<file path="src/rtl/gate_pkg.sv">
// Shared types and golden model for the two-input gate bank and its exerciser.
package gate_pkg;

   typedef enum logic [1:0] {
      IDLE   = 2'd0,
      SETTLE = 2'd1,
      CHECK  = 2'd2,
      DONE   = 2'd3
   } state_t;

   localparam int RES_W    = 7;
   localparam int IDX_AND  = 0;
   localparam int IDX_OR   = 1;
   localparam int IDX_NOT  = 2;
   localparam int IDX_XNOR = 6;
   localparam int IDX_XOR  = 3;
   localparam int IDX_NAND = 4;
   localparam int IDX_NOR  = 5;

   // The not gate looks at a only; b is a don't-care for that bit.
   function automatic logic [RES_W-1:0] gate_expect(input logic a, input logic b);
      logic [RES_W-1:0] e;
      e           = '0;
      e[IDX_AND]  = a & b;
      e[IDX_OR]   = a | b;
      e[IDX_NOT]  = ~a;
      e[IDX_XOR]  = a ^ b;
      e[IDX_NAND] = ~(a & b);
      e[IDX_NOR]  = ~(a | b);
      e[IDX_XNOR] = ~(a ^ b);
      return e;
   endfunction

endpackage

</file>
<file path="src/rtl/gate_exerciser.sv">
// Stimulus/response self-test engine: walks {a,b} through 00..11, samples the
// gate bank after a settle delay and accumulates per-gate mismatch results.
module gate_exerciser #(
   parameter int SETTLE_CYCLES = 2
) (
   input  logic       clk,
   input  logic       rst,
   input  logic       start,
   input  logic [6:0] res,
   output logic       a,
   output logic       b,
   output logic       busy,
   output logic       done,
   output logic       pass,
   output logic [6:0] err_mask,
   output logic [2:0] fail_count,
   output logic [1:0] first_fail_vec
);
   import gate_pkg::*;

   localparam int CNT_W = $clog2(SETTLE_CYCLES + 1);
   localparam logic [CNT_W-1:0] CNT_LOAD = CNT_W'(SETTLE_CYCLES - 1);

   if (SETTLE_CYCLES < 1 || SETTLE_CYCLES > 255) begin : g_bad_settle
      $error("gate_exerciser: SETTLE_CYCLES must be in 1..255");
   end

   state_t           state;
   state_t           next_state;
   logic [CNT_W-1:0] cnt;
   logic [1:0]       vec;
   logic [6:0]       mism;

   // Only consumed in CHECK, so settle-time glitches on res never reach state.
   assign mism = res ^ gate_expect(a, b);

   // NOTE: state is updated with <= so every flop sees pre-edge values.
   always_ff @(posedge clk) begin
      if (rst) state <= IDLE;
      else     state <= next_state;
   end

   // NOTE: next_state gets a default first so no path can infer a latch.
   always_comb begin
      next_state = state;
      unique case (state)
         IDLE:    if (start) next_state = SETTLE;
         SETTLE:  if (cnt == '0) next_state = CHECK;
         CHECK:   next_state = (vec == 2'd3) ? DONE : SETTLE;
         DONE:    next_state = IDLE;
         default: next_state = IDLE;
      endcase
   end

   always_ff @(posedge clk) begin
      if (rst) begin
         a              <= 1'b0;
         b              <= 1'b0;
         vec            <= '0;
         cnt            <= '0;
         pass           <= 1'b0;
         err_mask       <= '0;
         fail_count     <= '0;
         first_fail_vec <= '0;
      end else begin
         unique case (state)
            IDLE: begin
               if (start) begin
                  vec            <= '0;
                  a              <= 1'b0;
                  b              <= 1'b0;
                  cnt            <= CNT_LOAD;
                  pass           <= 1'b0;
                  err_mask       <= '0;
                  fail_count     <= '0;
                  first_fail_vec <= '0;
               end
            end
            SETTLE: begin
               if (cnt != '0) cnt <= cnt - 1'b1;
            end
            CHECK: begin
               err_mask <= err_mask | mism;
               if (mism != '0) begin
                  fail_count <= fail_count + 3'd1;
                  if (fail_count == '0) first_fail_vec <= vec;
               end
               if (vec == 2'd3) begin
                  // Final mask is formed here so pass is valid during done.
                  pass <= ((err_mask | mism) == '0);
               end else begin
                  vec    <= vec + 2'd1;
                  {a, b} <= vec + 2'd1;
                  cnt    <= CNT_LOAD;
               end
            end
            default: ;
         endcase
      end
   end

   assign busy = (state == SETTLE) || (state == CHECK);
   assign done = (state == DONE);

endmodule

</file>
<file path="config.mk">
export PLATFORM = sky130hd
export DESIGN_NAME = gate_exerciser
export DESIGN_NICKNAME = d
export VERILOG_FILES = /design/src/rtl/gate_pkg.sv /design/src/rtl/gate_exerciser.sv
export SDC_FILE = /design/constraint.sdc
export NUM_CORES = 1
export LEC_CHECK = 0
export ABC_AREA = 0
export BUFFER_PORTS_ARGS = -buffer_cell sky130_fd_sc_hd__buf_2
export CORE_ASPECT_RATIO = 0.7
export CORE_MARGIN = 3
export CORE_UTILIZATION = 45
export DETAILED_ROUTE_END_ITERATION = 10
export HOLD_SLACK_MARGIN = 0.06
export PLACE_DENSITY_LB_ADDON = 0.05
export REMOVE_ABC_BUFFERS = 1
export SLEW_MARGIN = 20
export SYNTH_ARGS = -nofsm -noshare
export SYNTH_HDL_FRONTEND = slang
export SYNTH_SLANG_ARGS = --single-unit
</file>
<file path="constraint.sdc">
create_clock -name clk -period 3.2 [get_ports clk]
set_input_delay 0.32 -clock clk [delete_from_list [all_inputs] [get_ports clk]]
set_output_delay 0.32 -clock clk [all_outputs]
set_load 0.1 [all_outputs]
</file>
==> results.py, run 1 <==
metrics = {
    "critical_path": {
        "critical_path.max_fanout": 8,
        "crit_required_ps": 3330,
        "worstSetupPathType": "reg2reg",
        "end_kind": "flop",
        "setup.worst_path.start_class": "flop",
        "worstPathArrival_ps": 2290,
    },
    "timing": {
        "finalSetupTns_ps": 0,
        "worstMarginPinSlew_ps": 494,
        "hold_viol": 0,
        "clock.fmax_mhz": 463,
        "min_period_ps": 2160,
        "clock_skew_ps": 7.30,
        "rsz0062_at_grt": "false",
        "fin_crit_sh_pct": 67.6,
        "slew-limit-headroom_pct": 67.3,
        "slew_violations": 0,
        "setup_viol": 0,
    },
    "global_routing": {
        "antenna_found_initial": 0,
        "grt_max_degree": 25,
        "grtUsageTotal_pct": 18.3,
        "grt_pass1_vias": 946,
        "grt_remaining_overflow": 0,
        "grt_pass1_wl_um": 4660,
    },
    "cells_and_area": {
        "diodes": 0,
        "stdcell_count": 194,
        "drive_gt1_share_pct": 23.1,
        "fillers": 243,
        "mostFrequentLayoutCell": "buf_2",
        "finalNetCount": 183,
        "mostFrequentLayoutCells": "buf_2 (26), dfxtp_1 (19), ha_1 (12)",
        "synthToLayoutAreaGrowth_pct": 16.2,
    },
    "logic_synthesis": {
        "seq_area_frac_synth_pct": 31.5,
        "synth_warnings": 0,
        "synth_area_um2": 1210,
        "ys.flop_type": "dfxtp_1",
        "synthCells": 133,
        "yosysUniqueCellTypes": 43,
        "synth_edf_count": 0,
        "synth-async-reset-ratio_pct": 0,
        "postSynthAreaPerCell_um2": 9.08,
        "ys_seq_elements": 19,
    },
    "run_status": {
        "status": "complete, no violations",
    },
    "hold_path": {
        "hp-class": "in2reg",
    },
    "power": {
        "power_density_nw_per_um2": 784,
        "p_leak_uw": 0.000588,
        "vdd_drop_max_mv": 0.673,
    },
    "clock_tree": {
        "cts_buffer_depth": 2,
        "clk_pin_slew_ps": 80,
        "cts_root_buffer": "clkbuf_8",
        "numCtsBuffers": 3,
        "cts_tree": "built",
        "cts.sinks": 19,
        "ctsResizeCount": 0,
        "ctsHoldBuffers": 0,
        "clock_latency_ps": 260,
        "htree_levels": 1,
        "post_cts_buffers": 0,
    },
    "detailed_routing": {
        "drt_iter0_drc": 133,
        "first_pass_iters": 4,
        "routed_wl_um": 2760,
        "drc_errors": 0,
        "via_per_inst": 5.42,
        "num_vias": 1052,
        "detail-route-antenna-nets": 0,
        "wl_per_cell_um": 14.2,
    },
    "die": {
        "die_x_um": 67.9,
        "die_y_um": 49.3,
        "start_util_pct": 48.0,
        "coreArea_um2": 2510,
        "dieArea_um2": 3350,
        "std_cell_rows": 15,
        "ios": 27,
    },
    "placed_design": {
        "dp_hpwl_um": 2080,
        "placedCellCount": 190,
        "io_buffers": 26,
        "gp_congestion": 0.815,
    },
    "run": {
        "maxCapViolCount": 0,
    },
}
Yosys cell counts, types with 2 or more instances:
cell      count  area share (%)
dfxtp_1      19              32
ha_1         12              12
nor2_1       10             3.1
inv_1         9             2.8
nand2b_1      9             4.7
a21oi_1       8             3.3
a22oi_1       7             4.4
nand2_1       4             1.2
nand3b_1      4             2.5
xnor2_1       4             2.9
and2_1        3             1.6
nor3_1        3             1.2
xor2_1        3             2.2
a221oi_1      2             1.5
mux2i_1       2             1.7
nor2b_1       2             1.0
nor4_1        2             1.0
o21ai_0       2            0.83
o32ai_1       2             1.5
or2b_1        2             1.2
or3b_1        2             1.5
power by group:
| group | internal [µW] | switching [µW] | leakage (µW) |
|---|---|---|---|
| combinational | 168 | 448 | 0.000409 |
| clock | 86.6 | 84.6 | 0.0000255 |
| sequential | 272 | 41.0 | 0.000154 |
| total | 526 | 573 | 0.000588 |
metrics by stage:
| stage | total power [µW] | hold WS (ps) | cell area (µm²) | util (%) | setup slack (ps) |
|---|---|---|---|---|---|
| after floorplan | 825 | 389 | 1180 | - | 555 |
| after global placement | 919 | 458 | 1360 | 53.9 | 1180 |
| after detailed placement | 929 | 472 | 1360 | 53.9 | 1040 |
| after CTS | 1100 | 443 | 1400 | 55.8 | 1040 |
| after global routing | 1180 | 461 | 1400 | 55.8 | 896 |
| final | 1100 | 447 | 1400 | 55.8 | 1040 |
worst max-delay path, stage by stage (launching register included):
cell	delay, ps
dfxtp_1	510
inv_1	80
ha_1	400
or3b_4	420
a211oi_4	350
a211o_2	200
o32ai_1	90
worst paths after layout:
check         start           endpoint  slack [ps]  cells after the start
max               a  first_fail_vec[1]        1040                      6
min          res[1]        err_mask[1]         450                      4
max reg2reg       a  first_fail_vec[1]        1040                      6
min reg2reg  cnt[1]             cnt[1]         480                      2
routing by layer:
layer,track usage [%],wire (µm)
met3,5.30,172
met4,2.97,14
met2,26.0,1180
met5,0,0
met1,27.5,1390
kinds of logic after synthesis:
kind of cell             after synthesis  share of synthesized area [%]
AND/OR/NAND/NOR                       48                           23.3
AO/OA/AOI/OAI                         31                           19.7
flip-flops                            19                           31.5
buffers and inverters                 13                           5.18
adder cells (fa/ha/maj)               12                           12.4
XOR/XNOR                               7                           5.08
multiplexers                           3                           2.80
final cells by class:
type	instances	area, µm²	area share, %
tap	34	42.5	3.03
multi-input combinational	101	764	54.5
clock inverter	1	5.00	0.357
inverter	10	38.8	2.77
clock buffer	3	41.3	2.94
sequential	19	380	27.1
timing repair buffer	26	130	9.28
registers in the layout, indices dropped and copies added, names as in the netlist:
signal / flops
pass: 1
err_mask: 7
fail_count: 3
b: 1
a: 1
state: 2
cnt: 2
first_fail_vec: 2
Power figures use the tool's default switching activity.
==> inputs of run 2 (changes only) <==
==> constraint.sdc (replaced) <==
create_clock -name clk -period 2.26 [get_ports clk]
set_input_delay 0.226 -clock clk [delete_from_list [all_inputs] [get_ports clk]]
set_output_delay 0.226 -clock clk [all_outputs]
set_load 0.1 [all_outputs]
==> run 2 against run 1 <==
Effect of this change: sequential power grew 40%; sequential share of layout area shrank 0.26 points; clock power grew 39%; cell count grew 1.0%; clock-buffer cell count grew 1; flip-flop and latch count is the same; core utilization grew 0.55 points; register-to-register slack lost 770 ps; via count shrank 0.19%; first-iteration DRC count shrank 32%; critical path depth is the same.
==> results.py, run 2 (synthesis gave the netlist of run 1 again) <==
metrics = {
    "critical_path": {
        "end_kind": "flop",
        "slowest_stage": "or3b_4",
        "worstPathArrival_ps": 2140,
        "critical_path.max_fanout": 6,
        "r2r-start": "a",
        "crit_required_ps": 2410,
        "path_buf_inv": 1,
        "worstSetupPathType": "reg2reg",
        "reg2reg_slack_ps": 270,
        "crit_family": "compound AO/OA/AOI/OAI gates",
        "reg2reg_depth": 6,
        "timing.rr.end": "first_fail_vec[0]",
        "setup.worst_path.start_class": "flop",
        "cp_cell_sequence": "inv_1 > ha_1 > or3b_4 > a211oi_4 > a221oi_1 > o32ai_1",
        "max_stage_delay_ps": 420,
    },
    "global_routing": {
        "grt_pass1_vias": 966,
        "grt_remaining_overflow": 0,
        "antenna_found_initial": 0,
        "grtUsageTotal_pct": 17.5,
        "grt_max_degree": 25,
        "grt_pass1_wl_um": 4490,
    },
    "hold_path": {
        "min_to": "err_mask[1]",
        "min_path_cells": 4,
        "hold_start": "res[1]",
        "hp-class": "in2reg",
    },
    "clock_tree": {
        "htree_levels": 1,
        "cts.sinks": 19,
        "clk_pin_slew_ps": 70,
        "ctsHoldBuffers": 0,
        "numCtsBuffers": 3,
        "cts_root_buffer": "clkbuf_8",
        "post_cts_buffers": 0,
        "clock_latency_ps": 250,
        "cts_buffer_depth": 2,
        "ctsResizeCount": 0,
        "cts_tree": "built",
    },
    "detailed_routing": {
        "via_per_inst": 5.36,
        "drc_errors": 0,
        "wl_per_cell_um": 14.1,
        "detail-route-antenna-nets": 0,
        "first_pass_iters": 4,
        "drt_iter0_drc": 90,
        "num_vias": 1050,
        "routed_wl_um": 2770,
    },
    "die": {
        "dieArea_um2": 3350,
        "die_y_um": 49.3,
        "ios": 27,
        "coreArea_um2": 2510,
        "die_x_um": 67.9,
        "start_util_pct": 48.0,
        "std_cell_rows": 15,
    },
    "timing": {
        "min_period_ps": 1990,
        "slew_violations": 0,
        "hold_viol": 0,
        "clock_skew_ps": 1.34,
        "slew-limit-headroom_pct": 67.8,
        "worstMarginPinSlew_ps": 486,
        "clock.fmax_mhz": 503,
        "rsz0062_at_grt": "false",
        "fin_crit_sh_pct": 88.0,
        "holdWs_ps": 351,
        "setup_viol": 0,
    },
    "placed_design": {
        "dp_hpwl_um": 2090,
        "io_buffers": 26,
        "gp_congestion": 0.793,
    },
    "cells_and_area": {
        "diodes": 0,
        "top_regs": "err_mask x7, fail_count x3",
        "synthToLayoutAreaGrowth_pct": 17.3,
        "seq_area_um2": 380,
        "multiInputGateArea_um2": 764,
        "mostFrequentLayoutCells": "buf_2 (26), dfxtp_1 (19), ha_1 (12)",
        "drive_gt1_share_pct": 23.5,
        "finalNetCount": 185,
        "mostFrequentLayoutCell": "buf_2",
        "fillers": 237,
        "postLayoutCoreUtil_pct": 56.3,
        "regMostFlops": "err_mask",
        "largest_reg_flops": 7,
    },
    "run_status": {
        "status": "complete, no violations",
    },
    "power": {
        "p_leak_uw": 0.000597,
        "vdd_drop_max_mv": 0.846,
        "power_density_nw_per_um2": 1100,
    },
    "run": {
        "maxCapViolCount": 0,
    },
}
[run 2: tightest hold or removal path, stage by stage]
cell,delay [ps]
buf_2,100
xnor2_1,110
a22oi_1,60
nor2_1,80
[run 2: per-layer routing]
layer	track usage [%]	share of wire, %	up-vias
met2	24.9	43	27
met5	0	0	-
met3	5.07	5.9	2
met1	25.4	50	492
met4	4.95	0.54	0
li1	-	-	529
[run 2: through the flow]
stage	instance area [µm²]	TNS [ps]	total power, µW	instances	worst slack, ps
finish	1420	0	1550	196	272
global route	1420	0	1660	196	141
CTS	1420	0	1560	196	269
detailed placement	1370	0	1320	192	304
global placement	1370	0	1310	192	399
floorplan	1180	-2160	1170	130	-385
[run 2: area by class of cell]
cell class	instances	area share, %
repair buffers	28	10.2
clock buffers	4	3.18
multi-input cells	101	54.0
inverters	10	2.74
flip-flops and latches	19	26.9
well taps	34	3.00
[run 2: worst max-delay path by stage]
stage	startpoint	endpoint	slack [ps]	cells after the start
after global routing	state[0]	pass	140	6
after CTS	a	first_fail_vec[0]	270	6
after global placement	a	first_fail_vec[1]	400	6
final	a	first_fail_vec[0]	270	6
after floorplan	a	first_fail_vec[0]	-380	6
after detailed placement	a	first_fail_vec[0]	300	6
[run 2: report_power, final]
group	total, µW	internal [µW]	switching, µW	leakage, µW
combinational	878	242	636	0.000420
clock	238	125	113	0.0000228
sequential	437	385	52.0	0.000154
total	1550	752	801	0.000597
==> inputs of run 3 (changes only) <==
--- a/config.mk
+++ b/config.mk
@@ -10,6 +10,8 @@
 export CORE_ASPECT_RATIO = 0.7
 export CORE_MARGIN = 3
 export CORE_UTILIZATION = 45
+export CTS_BUF_LIST = sky130_fd_sc_hd__clkbuf_16
+export CTS_CLUSTER_DIAMETER = 80
 export DETAILED_ROUTE_END_ITERATION = 10
 export HOLD_SLACK_MARGIN = 0.06
 export PLACE_DENSITY_LB_ADDON = 0.05
==> run 3 against run 2 <==
Effect of this change: clock-buffer cell count decreased by 1; cell count is the same; clock skew increased by 3.5 ps; sequential share of layout area fell by 0.63 points; routed wire length shrank 0.22%; cell area up 2.4%; fmax is essentially flat; critical endpoint unchanged; largest cell class unchanged; power increased by 8.2%; core utilization up 1.3 points; die area did not move; worst hold slack improved by 4.7 ps.
==> results.py, run 3 (synthesis gave the netlist of run 1 again) <==
metrics = {
    "power": {
        "p_clk_share_pct": 21.7,
        "p_sw_share_pct": 48.6,
        "power_switching_uw": 817,
        "power_density_nw_per_um2": 1160,
        "comb_power_share_pct": 52.2,
        "p_leak_uw": 0.000616,
        "pwr-share-seq_pct": 26.0,
        "vdd_drop_max_mv": 0.874,
        "p_int_uw": 863,
    },
    "timing": {
        "hold_viol": 0,
        "fin_crit_sh_pct": 87.9,
        "slew_violations": 0,
        "clock.fmax_mhz": 503,
        "clock_skew_ps": 4.81,
        "worstMarginPinSlew_ps": 486,
        "rsz0062_at_grt": "false",
        "setup_viol": 0,
        "min_period_ps": 1990,
        "slew-limit-headroom_pct": 67.8,
    },
    "cells_and_area": {
        "largest_reg_flops": 7,
        "stdcell_count": 196,
        "top_regs": "err_mask x7, fail_count x3",
        "regMostFlops": "err_mask",
        "diodes": 0,
        "mostFrequentLayoutCell": "buf_2",
        "postLayoutCoreUtil_pct": 57.7,
        "synthToLayoutAreaGrowth_pct": 20.1,
        "finalNetCount": 185,
        "fillers": 234,
        "drive_gt1_share_pct": 23.5,
        "mostFrequentLayoutCells": "buf_2 (26), dfxtp_1 (19), ha_1 (12)",
    },
    "detailed_routing": {
        "first_pass_iters": 4,
        "num_vias": 1059,
        "detail-route-antenna-nets": 0,
        "via_per_inst": 5.40,
        "drc_errors": 0,
        "wl_per_cell_um": 14.1,
        "routed_wl_um": 2770,
        "drt_iter0_drc": 70,
    },
    "critical_path": {
        "setup.worst_path.start_class": "flop",
        "timing.rr.end": "first_fail_vec[0]",
        "slowest_stage": "or3b_4",
        "end_kind": "flop",
        "path_buf_inv": 1,
        "reg2reg_depth": 6,
        "critical_path.max_fanout": 6,
        "worstSetupPathType": "reg2reg",
        "cp_cell_sequence": "inv_1 > ha_1 > or3b_4 > a211oi_4 > a211o_2 > o32ai_1",
        "worstPathArrival_ps": 2100,
        "crit_required_ps": 2370,
        "max_stage_delay_ps": 420,
        "reg2reg_slack_ps": 270,
        "r2r-start": "a",
        "crit_family": "compound AO/OA/AOI/OAI gates",
    },
    "clock_tree": {
        "ctsHoldBuffers": 0,
        "cts_root_buffer": "clkbuf_16",
        "cts.sinks": 19,
        "clock_latency_ps": 250,
        "cts_tree": "built",
        "post_cts_buffers": 0,
        "cts_buffer_depth": 2,
        "numCtsBuffers": 3,
        "clk_pin_slew_ps": 60,
        "ctsResizeCount": 0,
        "htree_levels": 1,
    },
    "die": {
        "coreArea_um2": 2510,
        "ios": 27,
        "start_util_pct": 48.0,
        "dieArea_um2": 3350,
        "std_cell_rows": 15,
        "die_y_um": 49.3,
        "die_x_um": 67.9,
    },
    "global_routing": {
        "grt_pass1_wl_um": 4450,
        "antenna_found_initial": 0,
        "grtUsageTotal_pct": 17.5,
        "grt_pass1_vias": 954,
        "grt_max_degree": 25,
        "grt_remaining_overflow": 0,
    },
    "placed_design": {
        "dp_hpwl_um": 2090,
        "gp_congestion": 0.793,
        "placedCellCount": 192,
        "io_buffers": 26,
    },
    "hold_path": {
        "hp-class": "in2reg",
        "min_to": "err_mask[1]",
        "hold_start": "res[1]",
        "min_path_cells": 4,
    },
    "run": {
        "maxCapViolCount": 0,
    },
    "run_status": {
        "status": "complete, no violations",
    },
}
## run 3: cell count changes in the layout (fill, tap and decap cells not counted), sizes merged
| cell | before | now |
|---|---|---|
| inv | 9 | 10 |
| clkbuf | 4 | 3 |
## run 3: power by group through the flow
stage / Sequential [µW] / Combinational [µW] / Clock (µW)
2_1_floorplan: 602 / 567 / 0
5_1_grt: 444 / 953 / 387
4_1_cts: 436 / 881 / 370
6_report: 437 / 877 / 365
3_3_place_gp: 438 / 868 / 0
3_5_place_dp: 443 / 877 / 0
## run 3: worst max-delay path by stage
| stage | to | slack [ps] | cells after the start | startpoint |
|---|---|---|---|---|
| 3_3_place_gp | first_fail_vec[1] | 400 | 6 | a |
| 4_1_cts | first_fail_vec[0] | 290 | 6 | a |
| 2_1_floorplan | first_fail_vec[0] | -380 | 6 | a |
| 5_1_grt | pass | 140 | 6 | state[0] |
| 3_5_place_dp | first_fail_vec[0] | 300 | 6 | a |
| 6_report | first_fail_vec[0] | 270 | 6 | a |
## run 3: tightest hold or removal path, cell delays in order
cell	delay, ps
buf_2	100
xnor2_1	110
a22oi_1	60
nor2_1	80
## run 3: layout make-up
type                       count  area, µm²  share of cell area (%)
timing repair buffer          28        145                    10.0
clock inverter                 1       3.75                   0.259
tap                           34       42.5                    2.93
inverter                      10       38.8                    2.67
clock buffer                   3       75.1                    5.18
multi-input combinational    101        764                    52.7
sequential                    19        380                    26.2
## run 3: through the flow
step	TNS (ps)	instance area, µm²	worst slack [ps]	hold slack [ps]	power [µW]
after floorplan	-2160	1180	-385	295	1170
after CTS	0	1450	287	355	1690
after global placement	0	1370	399	457	1310
after detailed placement	0	1370	304	462	1320
final	0	1450	273	355	1680
after global routing	0	1450	143	409	1780
## run 3: layer usage
layer | up-vias | part of all wire (%) | wire (µm) | GRT usage [%]
met5 | - | 0 | 0 | 0
met4 | 0 | 0.90 | 25 | 6.60
met3 | 4 | 5.8 | 159 | 5.30
met2 | 26 | 41 | 1140 | 23.9
met1 | 500 | 52 | 1440 | 25.4
li1 | 529 | - | - | -
